File: config.mk
export PLATFORM = sky130hd
export DESIGN_NAME = cnn_host_sequencer
export DESIGN_NICKNAME = d
export VERILOG_FILES = /design/src/rtl/cnn_host_pkg.sv /design/src/rtl/cnn_run_timer.sv /design/src/rtl/cnn_host_sequencer.sv
export SDC_FILE = /design/constraint.sdc
export NUM_CORES = 1
export LEC_CHECK = 0
export BUFFER_PORTS_ARGS = -buffer_cell sky130_fd_sc_hd__buf_2
export CORE_ASPECT_RATIO = 1.2
export CORE_UTILIZATION = 50
export CTS_CLUSTER_DIAMETER = 60
export DETAILED_ROUTE_END_ITERATION = 7
export PLACE_DENSITY = 0.72
export SLEW_MARGIN = 20
export SYNTH_ARGS = -nofsm -noshare
export SYNTH_HDL_FRONTEND = slang
export SYNTH_HIERARCHICAL = 1
export SYNTH_SLANG_ARGS = --single-unit
export TNS_END_PERCENT = 5
File: constraint.sdc
create_clock -name clk -period 3.5 [get_ports clk]
set_input_delay 0.35 -clock clk [delete_from_list [all_inputs] [get_ports clk]]
set_output_delay 0.35 -clock clk [all_outputs]
set_load 0.02 [all_outputs]
File: src/rtl/cnn_host_pkg.sv
// Shared types for the CNN host sequencer.
// - state_e  : sequencer FSM states
// - status_e : result status codes reported with each result record
// - male_wins: signed logit comparison used for the class decision
package cnn_host_pkg;

    localparam int unsigned IMG_BYTES_DEF = 2500;

    typedef enum logic [2:0] {
        StLoad,
        StArm,
        StStart,
        StRun,
        StResult,
        StFault
    } state_e;

    typedef enum logic [1:0] {
        ST_OK      = 2'd0,
        ST_TIMEOUT = 2'd1,
        ST_SHORT   = 2'd2
    } status_e;

    // Ties resolve to female.
    function automatic logic male_wins(input logic [7:0] female, input logic [7:0] male);
        return $signed(male) > $signed(female);
    endfunction

endpackage

File: src/rtl/cnn_run_timer.sv
// Run-latency counter for the host sequencer.
// Ports:
//   clk, rst_n  clock, async active-low reset
//   i_clear     load the counter with 1 (the START cycle counts as cycle 1)
//   i_enable    increment, saturating at all-ones
//   o_count     current count
//   o_timeout   count has reached TIMEOUT
module cnn_run_timer #(
    parameter int unsigned CNT_W   = 24,
    parameter int unsigned TIMEOUT = 2**20
) (
    input  logic             clk,
    input  logic             rst_n,
    input  logic             i_clear,
    input  logic             i_enable,
    output logic [CNT_W-1:0] o_count,
    output logic             o_timeout
);

    localparam logic [CNT_W-1:0] CNT_MAX   = {CNT_W{1'b1}};
    localparam logic [CNT_W-1:0] CNT_LIMIT = CNT_W'(TIMEOUT);

    logic [CNT_W-1:0] r_count;

    always_ff @(posedge clk or negedge rst_n) begin
        if (!rst_n) begin
            r_count <= '0;
        end else if (i_clear) begin
            r_count <= CNT_W'(1);
        end else if (i_enable && (r_count != CNT_MAX)) begin
            r_count <= r_count + 1'b1;
        end
    end

    assign o_count   = r_count;
    assign o_timeout = (r_count >= CNT_LIMIT);

endmodule

File: src/rtl/cnn_host_sequencer.sv
// Host-side initiator for the CNN accelerator: loads one image into the input RAM through the
// tb write port, kicks the accelerator, waits for DONE and returns a result record.
// Ports:
//   clk, rst_n                    clock, async active-low reset
//   i_s_valid/o_s_ready/i_s_data  image byte stream (raster order), i_s_last end-of-frame marker
//   o_ram_*_wtb                   input RAM write port (address, data, enable, write enable)
//   o_start_flag / i_end_flag     one-cycle run request / accelerator DONE
//   i_nn_out_female/_male         signed logits, valid while i_end_flag
//   o_res_* / i_res_ready         result record, held until accepted
//   o_busy                        sequencer not in LOAD
// All outputs are registered.
module cnn_host_sequencer
    import cnn_host_pkg::*;
#(
    parameter int unsigned IMG_BYTES = IMG_BYTES_DEF,
    parameter int unsigned ADDR_W    = 12,
    parameter int unsigned TIMEOUT   = 2**20,
    parameter int unsigned CNT_W     = 24
) (
    input  logic              clk,
    input  logic              rst_n,
    input  logic              i_s_valid,
    output logic              o_s_ready,
    input  logic [7:0]        i_s_data,
    input  logic              i_s_last,
    output logic [ADDR_W-1:0] o_ram_addr_wtb,
    output logic [7:0]        o_ram_data_wtb,
    output logic              o_ram_en_wtb,
    output logic              o_ram_wea_wtb,
    output logic              o_start_flag,
    input  logic              i_end_flag,
    input  logic [7:0]        i_nn_out_female,
    input  logic [7:0]        i_nn_out_male,
    output logic              o_res_valid,
    input  logic              i_res_ready,
    output logic [7:0]        o_res_female,
    output logic [7:0]        o_res_male,
    output logic              o_res_class,
    output logic [1:0]        o_res_status,
    output logic [CNT_W-1:0]  o_res_cycles,
    output logic              o_busy
);

    localparam logic [ADDR_W-1:0] LAST_ADDR = ADDR_W'(IMG_BYTES - 1);

    state_e            r_state, w_state_next;
    logic [ADDR_W-1:0] r_cnt, w_cnt;
    logic              r_s_ready, r_ram_en, w_ram_en, r_start, r_busy;
    logic [ADDR_W-1:0] r_ram_addr, w_ram_addr;
    logic [7:0]        r_ram_data, w_ram_data;
    logic              r_res_valid, w_res_valid;
    logic [7:0]        r_res_female, w_res_female, r_res_male, w_res_male;
    logic              r_res_class, w_res_class;
    status_e           r_res_status, w_res_status;
    logic [CNT_W-1:0]  r_res_cycles, w_res_cycles;

    logic              w_handshake, w_tmr_clear, w_tmr_en, w_tmr_timeout;
    logic [CNT_W-1:0]  w_tmr_count;

    cnn_run_timer #(
        .CNT_W   (CNT_W),
        .TIMEOUT (TIMEOUT)
    ) u_timer (
        .clk       (clk),
        .rst_n     (rst_n),
        .i_clear   (w_tmr_clear),
        .i_enable  (w_tmr_en),
        .o_count   (w_tmr_count),
        .o_timeout (w_tmr_timeout)
    );

    // s_ready is registered, so a byte is taken only when the registered ready was high.
    assign w_handshake = r_s_ready & i_s_valid;

    always_comb begin
        w_state_next = r_state;
        w_cnt        = r_cnt;
        w_ram_en     = 1'b0;
        w_ram_addr   = r_ram_addr;
        w_ram_data   = r_ram_data;
        w_res_valid  = r_res_valid;
        w_res_female = r_res_female;
        w_res_male   = r_res_male;
        w_res_class  = r_res_class;
        w_res_status = r_res_status;
        w_res_cycles = r_res_cycles;
        w_tmr_clear  = 1'b0;
        w_tmr_en     = 1'b0;

        unique case (r_state)
            StLoad: begin
                if (w_handshake) begin
                    w_ram_en   = 1'b1;
                    w_ram_addr = r_cnt;
                    w_ram_data = i_s_data;
                    if (r_cnt == LAST_ADDR) begin
                        w_cnt        = '0;
                        w_state_next = StArm;
                    end else if (i_s_last) begin
                        // Early end-of-frame: the byte is still written, no run is started.
                        w_cnt        = '0;
                        w_res_valid  = 1'b1;
                        w_res_female = '0;
                        w_res_male   = '0;
                        w_res_class  = 1'b0;
                        w_res_status = ST_SHORT;
                        w_res_cycles = '0;
                        w_state_next = StResult;
                    end else begin
                        w_cnt = r_cnt + 1'b1;
                    end
                end
            end
            StArm: begin
                // A DONE still high from a previous run must clear before a new start.
                if (!i_end_flag) begin
                    w_state_next = StStart;
                end
            end
            StStart: begin
                w_tmr_clear  = 1'b1;
                w_state_next = StRun;
            end
            StRun: begin
                w_tmr_en = 1'b1;
                if (i_end_flag) begin
                    w_res_valid  = 1'b1;
                    w_res_female = i_nn_out_female;
                    w_res_male   = i_nn_out_male;
                    w_res_class  = male_wins(i_nn_out_female, i_nn_out_male);
                    w_res_status = ST_OK;
                    w_res_cycles = w_tmr_count;
                    w_state_next = StResult;
                end else if (w_tmr_timeout) begin
                    w_res_valid  = 1'b1;
                    w_res_female = '0;
                    w_res_male   = '0;
                    w_res_class  = 1'b0;
                    w_res_status = ST_TIMEOUT;
                    w_res_cycles = w_tmr_count;
                    w_state_next = StResult;
                end
            end
            StResult: begin
                if (r_res_valid && i_res_ready) begin
                    w_res_valid  = 1'b0;
                    w_state_next = (r_res_status == ST_TIMEOUT) ? StFault : StLoad;
                end
            end
            StFault: begin
                w_state_next = StFault;
            end
            default: begin
                w_state_next = StLoad;
            end
        endcase
    end

    always_ff @(posedge clk or negedge rst_n) begin
        if (!rst_n) begin
            r_state      <= StLoad;
            r_cnt        <= '0;
            r_s_ready    <= 1'b0;
            r_ram_en     <= 1'b0;
            r_ram_addr   <= '0;
            r_ram_data   <= '0;
            r_start      <= 1'b0;
            r_busy       <= 1'b0;
            r_res_valid  <= 1'b0;
            r_res_female <= '0;
            r_res_male   <= '0;
            r_res_class  <= 1'b0;
            r_res_status <= ST_OK;
            r_res_cycles <= '0;
        end else begin
            r_state      <= w_state_next;
            r_cnt        <= w_cnt;
            r_s_ready    <= (w_state_next == StLoad);
            r_ram_en     <= w_ram_en;
            r_ram_addr   <= w_ram_addr;
            r_ram_data   <= w_ram_data;
            r_start      <= (w_state_next == StStart);
            r_busy       <= (w_state_next != StLoad);
            r_res_valid  <= w_res_valid;
            r_res_female <= w_res_female;
            r_res_male   <= w_res_male;
            r_res_class  <= w_res_class;
            r_res_status <= w_res_status;
            r_res_cycles <= w_res_cycles;
        end
    end

    assign o_s_ready      = r_s_ready;
    assign o_ram_addr_wtb = r_ram_addr;
    assign o_ram_data_wtb = r_ram_data;
    assign o_ram_en_wtb   = r_ram_en;
    assign o_ram_wea_wtb  = r_ram_en;
    assign o_start_flag   = r_start;
    assign o_busy         = r_busy;
    assign o_res_valid    = r_res_valid;
    assign o_res_female   = r_res_female;
    assign o_res_male     = r_res_male;
    assign o_res_class    = r_res_class;
    assign o_res_status   = r_res_status;
    assign o_res_cycles   = r_res_cycles;

endmodule
==> impl_results.md, run 1 <==
- Simple-gate portion of the synthesized area: between 10% and 20%
- Skew-Pair Late Insertion Delay: 0.34 ns
- Status: completed
- 1st-iter DRT viols: 193
- Crit-path max FO: 8
- CP max stage cell: nor3_1
- Measured slew at the worst slew-check pin: 0.816 ns
- Worst Path Buf+Inv: 0
- Max incr delay on CP: between 0.5 and 0.6 ns
- Post-Synthesis Net Count: 503
- Dpl hpwl: 7290 um
- Async set-or-reset flop fraction in the synthesized netlist: between 90% and 100%
- Rel. slew slack: between 40% and 50%
- Initial antenna violation count: 0
- Cts hold-fix bufs: 0
- Post_cts resized: 0
- Synth area leader: dfrtp_1
- TritonRoute pass-1 iters: 4
- Total Routed Length: 10500 um
- Largest net degree at the start of global routing: 67
- Max Freq: 0.418 GHz
- DRC viols: 0
- Skew final: 0.00774 ns
- Synth Area in Compound Gates: between 10% and 20%
- Setup Viol. Count Final: 0
- Top cells by area, synth: dfrtp_1 54%, a22o_1 7.3%, nand2_1 5.9%
- Setup TNS Final: 0 ns
- Final nets: 595
- Synth Flop Type: dfrtp_1
- #FFs+latches synth: between 100 and 150
- Worst R2R End: u_timer/o_count[17]
- Seq/Total Area, Yosys: 54.4%
- Synthesized-area fraction occupied by adder cells: under 10%
- Yosys top cell area share: 54.4%
- # rows: 39
- Die width: 92.6 um
- Critical path endpoint category: register
- Core Box Area: 9560 um2
- Starting Density: 51.4%
- Clock Sink Count: 107
- WP data required: 3.73 ns
- Port Buffers: 98
- Setup Fix Bufs, Post-CTS: 0
- VDD IR max: 0.326 mV
- Vias: 3839
- HP Class: input port to async pin
- CP Depth: 7
- Synth Cell Area: 4920 um2
- RePlAce Congestion: around 0.85
- Synth cell types: just under 60
- R2R Path Start: r_state[1]
- Flop-to-flop setup slack: 1.11 ns
- Cells along the critical path: nor2b_1 > and2_1 > nand3_1 > nor3_1 > nand4b_1 > xor2_1 > nor2_1
- XOR/XNOR share of the synthesized area: 4.09%
- Setup crit start: r_state[1]
- Vias in the first global route: 3953
- Min cycle time layout: 2.39 ns
- Clock transition at path regs: 0.07 ns
- CTS buffer count: 9
- Main combinational cell family by area after synthesis: simple AND/OR/NAND/NOR gates
- Leakage: 3.02 nW
- First-pass GRT wire length: 18400 um
- Die area: 10200 um2
- Unrepaired setup endpoints after global routing: no
- Worst-case reg-to-reg path depth: 7
- GRT Overall Usage: 22.7%
- Root buffer cell: clkbuf_16
- Vias per cell: around 5.6
- Synth-to-layout area growth: 18.0%
- Post-Synthesis Cells: 462
- Maximum root-to-sink buffer count: 2
- Share of cells above drive strength 1: approximately a quarter
- CP Launch Type: register
- WP data arrival: about 2.6 ns
- Remaining antenna violation count: 0
- WL per Instance: 15.4 um
- CTS tree: built
- Final Hold Fails: 0
- P per Cell Area: 647 nW/um2
- Final global-route overflow total: 0
- Diode count: 0
- Synthesis warning total: 6
- # Max-Cap Violations: 0
- CTS H-tree depth: 3
- Final Max Slew Viols: 0
- Die span in y: 111 um
- EDFF count, synth: 0
- PnR Total Power: 3.75 mW
- Mux contribution to synthesized area: 0.407%
- Critical path class: register to register
- I/O Pins: 99
- Average size of a mapped cell: 10.6 um2
- Crit share post-route: 68.4%
- Top delay family on crit path: simple AND/OR/NAND/NOR gates
## metrics by stage
stage	instance area, um2	hold slack [ns]	std cells	setup WS, ns	util [%]
global placement	5480	0.455	666	1.28	57.2
CTS	5800	0.131	682	1.11	60.7
detailed placement	5480	0.457	666	1.14	57.2
floorplan	4920	0.0544	462	1.42	-
global route	5800	0.177	682	0.799	60.7
finish	5800	0.0935	682	1.11	60.7
## registers in the layout, indices dropped and copies added (netlist names)
| signal | flops |
|---|---|
| o_res_female | 8 |
| r_cnt | 12 |
| o_start_flag | 1 |
| o_res_valid | 1 |
| o_res_class | 1 |
| o_ram_data_wtb | 8 |
| u_timer/o_count | 24 |
| o_busy | 1 |
| o_s_ready | 1 |
| o_res_status | 2 |
| o_res_male | 8 |
| r_state | 3 |
| o_res_cycles | 24 |
| o_ram_en_wtb | 1 |
| o_ram_addr_wtb | 12 |
## power breakdown
group	switching (mW)	internal, mW
sequential	0.176	1.46
combinational	0.648	0.368
clock	0.439	0.665
## worst max path at each step
stage / to
final: u_timer/o_count[17]
after global routing: u_timer/o_count[17]
after CTS: u_timer/o_count[17]
after detailed placement: u_timer/o_count[17]
after global placement: u_timer/o_count[21]
after floorplan: o_busy
## cells in the mapped netlist, drive strengths merged (3+ instances only)
master and instances:
nor4 3, xnor2 13, a21boi 3, buf 13, ha 11, nand2b 8, dfrtp 107, a21oi 14
xor2 10, and3 7, or4 3, nand4b 4, a211oi 4, o21ai 7, nor2 33, a2111oi 3
nand2 77, or3 5, nand4 15, nand3 17, a22o 41, clkbuf 10, nor2b 6, nor3 6
inv 18, a31oi 3
## placed cells by master, fill, tap and decap left out, types with 5 or more instances in the layout
cell	n
nand3_1	16
nor2b_1	5
o21ai_0	6
nand2b_1	8
inv_1	17
nor3_1	5
nand4_1	14
xor2_1	10
a21oi_1	14
xnor2_1	13
ha_1	11
nor2_1	33
nand2_1	77
a22o_1	41
buf_2	97
buf_4	7
clkbuf_16	9
dfrtp_1	107
and3_1	7
## worst reg2reg max path, delay by kind of cell, from the launching register on
family,cells,cell delay [ns]
XOR/XNOR,1,0.19
flip-flops,1,0.43
AND/OR/NAND/NOR,6,1.66
## cell type report
cell class | instances | area (um2)
repair buffers | 104 | 538
clock buffers | 12 | 256
flip-flops and latches | 107 | 2680
multi-input cells | 314 | 2040
well taps | 123 | 154
fillers | 840 | 3760
clock inverters | 4 | 72.6
inverters | 18 | 67.6
## metal layers
metal	vias up	global-route usage (%)	share of wire, %
li1	1818	-	-
met1	1876	29.0	43
met2	121	36.8	51
met3	24	4.66	3.9
met4	0	10.6	2.5
met5	-	0	0
## kinds of logic after synthesis
group | after synthesis
and+or+nand+nor | 189
AOI/OAI and AO/OA | 89
DFF | 107
xor gates and xnor gates | 23
buffers and inverters | 41
adders and majority gates | 11
muxes | 2
Power figures use the tool's default switching activity.
==> inputs of run 2 (changes only) <==
--- a/config.mk
+++ b/config.mk
@@ -5,12 +5,13 @@
 export SDC_FILE = /design/constraint.sdc
 export NUM_CORES = 1
 export LEC_CHECK = 0
+export ABC_AREA = 1
 export BUFFER_PORTS_ARGS = -buffer_cell sky130_fd_sc_hd__buf_2
 export CORE_ASPECT_RATIO = 1.2
 export CORE_UTILIZATION = 50
 export CTS_CLUSTER_DIAMETER = 60
 export DETAILED_ROUTE_END_ITERATION = 7
-export PLACE_DENSITY = 0.72
+export PLACE_DENSITY = 0.74
 export SLEW_MARGIN = 20
 export SYNTH_ARGS = -nofsm -noshare
 export SYNTH_HDL_FRONTEND = slang
==> constraint.sdc (replaced) <==
create_clock -name clk -period 2.2 [get_ports clk]
set_input_delay 0.22 -clock clk [delete_from_list [all_inputs] [get_ports clk]]
set_output_delay 0.22 -clock clk [all_outputs]
set_load 0.02 [all_outputs]
==> run 2 against run 1 <==
Compared with the run above: the flow now finishes with violations (DRC); fmax grew 25%; first-iteration DRC count decreased by 13%; combinational power increased by 100%; final cell count rose by 35%; sequential power increased by 56%; critical path depth is 4 higher; clock skew is essentially flat; power is 68% higher; core utilization fell by 0.63 points; sequential share of layout area fell by 3.7 points; synthesized area grew 9.5%; sequential cell count did not move; critical endpoint is now u_timer/o_count[23]; largest cell class unchanged; largest power group unchanged; highest routed layer unchanged.
==> impl_results.md, run 2 <==
- #FFs+latches synth: 107 (unchanged)
- Port Buffers: 98 (unchanged)
- Initial antenna violation count: 0 (unchanged)
- Root buffer cell: clkbuf_16
- CP max stage cell: dfrtp_1
- Most frequent cell after synthesis: nand2_1
- Final Hold Fails: 0 (unchanged)
- Post-Synthesis Cells: 690 (+49%)
- Synthesized-area fraction occupied by adder cells: 2.55% (-0.24 points)
- Crit-path max FO: 17 (+9)
- Worst Path Buf+Inv: 1 (+1)
- Sw Ratio: 37.7% (+4.0 points)
- P per Cell Area: 997 nW/um2 (+54%)
- Dpl hpwl: 9090 um (+25%)
- TritonRoute pass-1 iters: 7 (+3)
- Rel. slew slack: 67.8% (+22 points)
- Cells along the critical path: ha_1 > nand2_1 > nor2_4 > nand2_2 > nor2_4 > nand2_2 > nand2_2 > nand2_4 > inv_6 > nand2_1 > nand2_1
- Share of cells above drive strength 1: 18.3% (-5.7 points)
- Synth Flop Type: dfrtp_1
- Setup Fix Bufs, Post-CTS: 0 (unchanged)
- Final Max Slew Viols: 0 (unchanged)
- Internal power: 3.92 mW (+58%)
- WL per Instance: 13.6 um (-12%)
- GRT Overall Usage: 23.3% (+0.63 points)
- Max Freq: 0.523 GHz (+25%)
- Setup Viol. Count Final: 0 (unchanged)
- Flop pwr share: 40.5% (-3.0 points)
- R2R Path Start: u_timer/o_count[0]
- Synth cell types: 33 (-43%)
- Top cells by area, synth: dfrtp_1 50%, nand2_1 17%, nand3_1 5.9%
- Critical path endpoint category: register
- Seq/Total Area, Yosys: 49.7% (-4.7 points)
- Synth area leader: dfrtp_1
- Vias per cell: 5.18 (-8.0%)
- Synth Cell Area: 5390 um2 (+9.5%)
- CP Depth: 11 (+4)
- Vias: 4774 (+24%)
- Synth-to-layout area growth: 17.2%
- Synth Area in Compound Gates: 4.57% (-10 points)
- Top delay family on crit path: simple AND/OR/NAND/NOR gates
- CTS buffer count: 9 (unchanged)
- VDD IR max: 0.490 mV (+51%)
- XOR/XNOR share of the synthesized area: 2.28% (-1.8 points)
- Skew final: 0.00794 ns (+0.000200 ns)
- Die span in y: 116 um (+4.6%)
- Synth cell count leaders: 247 x nand2_1, 107 x dfrtp_1, 68 x nor2_1
- Final nets: 830 (+39%)
- Clock power share: 27.1% (-2.3 points)
- Die width: 96.8 um (+4.6%)
- Largest net degree at the start of global routing: 45 (-33%)
- WP data required: 2.48 ns (-1.25 ns)
- First-pass GRT wire length: 21300 um (+16%)
- Post-Synthesis Net Count: 731 (+45%)
- Measured slew at the worst slew-check pin: 0.483 ns (-0.333 ns)
- CTS tree: built
- Main combinational cell family by area after synthesis: simple AND/OR/NAND/NOR gates
- Leakage: 3.49 nW (+16%)
- Min cycle time layout: 1.91 ns (-0.482 ns)
- Diode count: 0 (unchanged)
- Crit share post-route: 86.9% (+18 points)
- HP Class: input port to register
- Setup crit end: u_timer/o_count[23]
- Sw Pwr: 2.37 mW (+88%)
- Total Routed Length: 12500 um (+19%)
- Starting Density: 51.2% (-0.20 points)
- Failing checks: DRC
- RePlAce Congestion: 0.948 (+12%)
- Critical path class: register to register
- I/O Pins: 99 (unchanged)
- Worst-case reg-to-reg path depth: 11 (+4)
- Vias in the first global route: 4692 (+19%)
- Final global-route overflow total: 0 (unchanged)
- Most common cell after layout, fill and taps aside: nand2_1
- Clock transition at path regs: 0.07 ns (about the same)
- Synthesis warning total: 6 (unchanged)
- Most frequent cells in the layout: 247 x nand2_1, 107 x dfrtp_1, 97 x buf_2
- 1st-iter DRT viols: 168 (-13%)
- PnR Total Power: 6.30 mW (+68%)
- Setup crit start: u_timer/o_count[0]
- Layout Cells excl Fill: 922 (+35%)
- Die area: 11200 um2 (+9.3%)
- Flop-to-flop setup slack: 0.29 ns (-0.82 ns)
- Status: finished, violations left
- Clock Sink Count: 107 (unchanged)
- DRC viols: 2 (+2)
- WP data arrival: 2.19 ns (-0.43 ns)
- Skew-Pair Late Insertion Delay: 0.34 ns (about the same)
- Core Box Area: 10500 um2 (+10%)
- Mux contribution to synthesized area: 0% (-0.41 points)
- Simple-gate portion of the synthesized area: 33.4% (+14 points)
- Max incr delay on CP: 0.42 ns (-0.17 ns)
- Combinational power share: 32.4% (+5.3 points)
- Area after DPL: 5990 um2 (+9.4%)
- Async set-or-reset flop fraction in the synthesized netlist: 100% (unchanged)
- CP Launch Type: register
- Setup TNS Final: 0 ns (unchanged)
- Unrepaired setup endpoints after global routing: no
- CTS H-tree depth: 3 (unchanged)
- Placed insts: 906 (+36%)
- Post-route cell area: 6320 um2 (+8.8%)
- Yosys top cell area share: 49.7% (-4.7 points)
- Worst R2R End: u_timer/o_count[23]
- # Max-Cap Violations: 0 (unchanged)
- EDFF count, synth: 0 (unchanged)
- Maximum root-to-sink buffer count: 2 (unchanged)
- Post_cts resized: 0 (unchanged)
- Remaining antenna violation count: 0 (unchanged)
- # rows: 41 (+5.1%)
- Average size of a mapped cell: 7.81 um2 (-27%)
## run 2: through the flow
step / utilization (%) / hold WS [ns] / setup WS (ns)
after detailed placement: 57.0 / 0.211 / 0.343
after CTS: 60.1 / 0.0789 / 0.297
after global routing: 60.1 / 0.0943 / 0.154
after floorplan: - / -0.0756 / 0.396
final: 60.1 / 0.0889 / 0.289
after global placement: 57.0 / 0.211 / 0.387
## run 2: worst min-delay path: cells and delay by family
family / cells / cell delay (ns)
simple gates: 2 / 0.10
buf+inv: 1 / 0.07
## run 2: repair_timing
item | 4_1_cts | 5_1_grt
endpoints found under the setup margin | 0 | 0
hold buffers | 1 | 0
endpoints found under the hold margin | 35 | 0
## run 2: area by class of cell
cell class / instances / area, um2
fillers: 967 / 4200
flip-flops and latches: 107 / 2680
multi-input cells: 493 / 2310
repair buffers: 109 / 591
inverters: 69 / 264
clock buffers: 10 / 239
well taps: 129 / 161
clock inverters: 5 / 77.6
## run 2: per-layer routing
layer  part of all wire, %  track usage [%]  routed length [um]  vias up
met5                     0                0                   0        -
met4                   1.4             8.06                 177        0
met3                   4.5             3.32                 563       16
met2                    52             42.5                6470      141
met1                    42             28.5                5300     2251
li1                      -                -                   -     2366
## run 2: cells by family (layout without fill, tap and decap cells)
| kind of cell | count (synthesis) | in the layout |
|---|---|---|
| and+or+nand+nor | 421 | 421 |
| DFF | 107 | 107 |
| buffers and inverters | 90 | 193 |
| AOI/OAI and AO/OA | 47 | 47 |
| xor gates and xnor gates | 14 | 14 |
| adders and majority gates | 11 | 11 |
## run 2: worst min-delay path by stage
stage | from | to | slack, ns | cells past startpoint
floorplan | rst_n | o_busy | -0.08 | 0
global placement | rst_n | o_res_female[0] | 0.21 | 1
detailed placement | rst_n | o_ram_data_wtb[1] | 0.21 | 1
CTS | i_s_data[6] | o_ram_data_wtb[6] | 0.08 | 3
global route | i_s_data[4] | o_ram_data_wtb[4] | 0.09 | 3
finish | i_s_data[6] | o_ram_data_wtb[6] | 0.09 | 3
## run 2: power by group through the flow
| stage | Combinational (mW) | Clock [mW] | Sequential (mW) |
|---|---|---|---|
| finish | 2.04 | 1.71 | 2.55 |
| global route | 2.27 | 1.81 | 2.60 |
| CTS | 2.06 | 1.74 | 2.55 |
| detailed placement | 2.05 | 0 | 2.58 |
| global placement | 1.99 | 0 | 2.57 |
| floorplan | 1.21 | 0 | 2.88 |
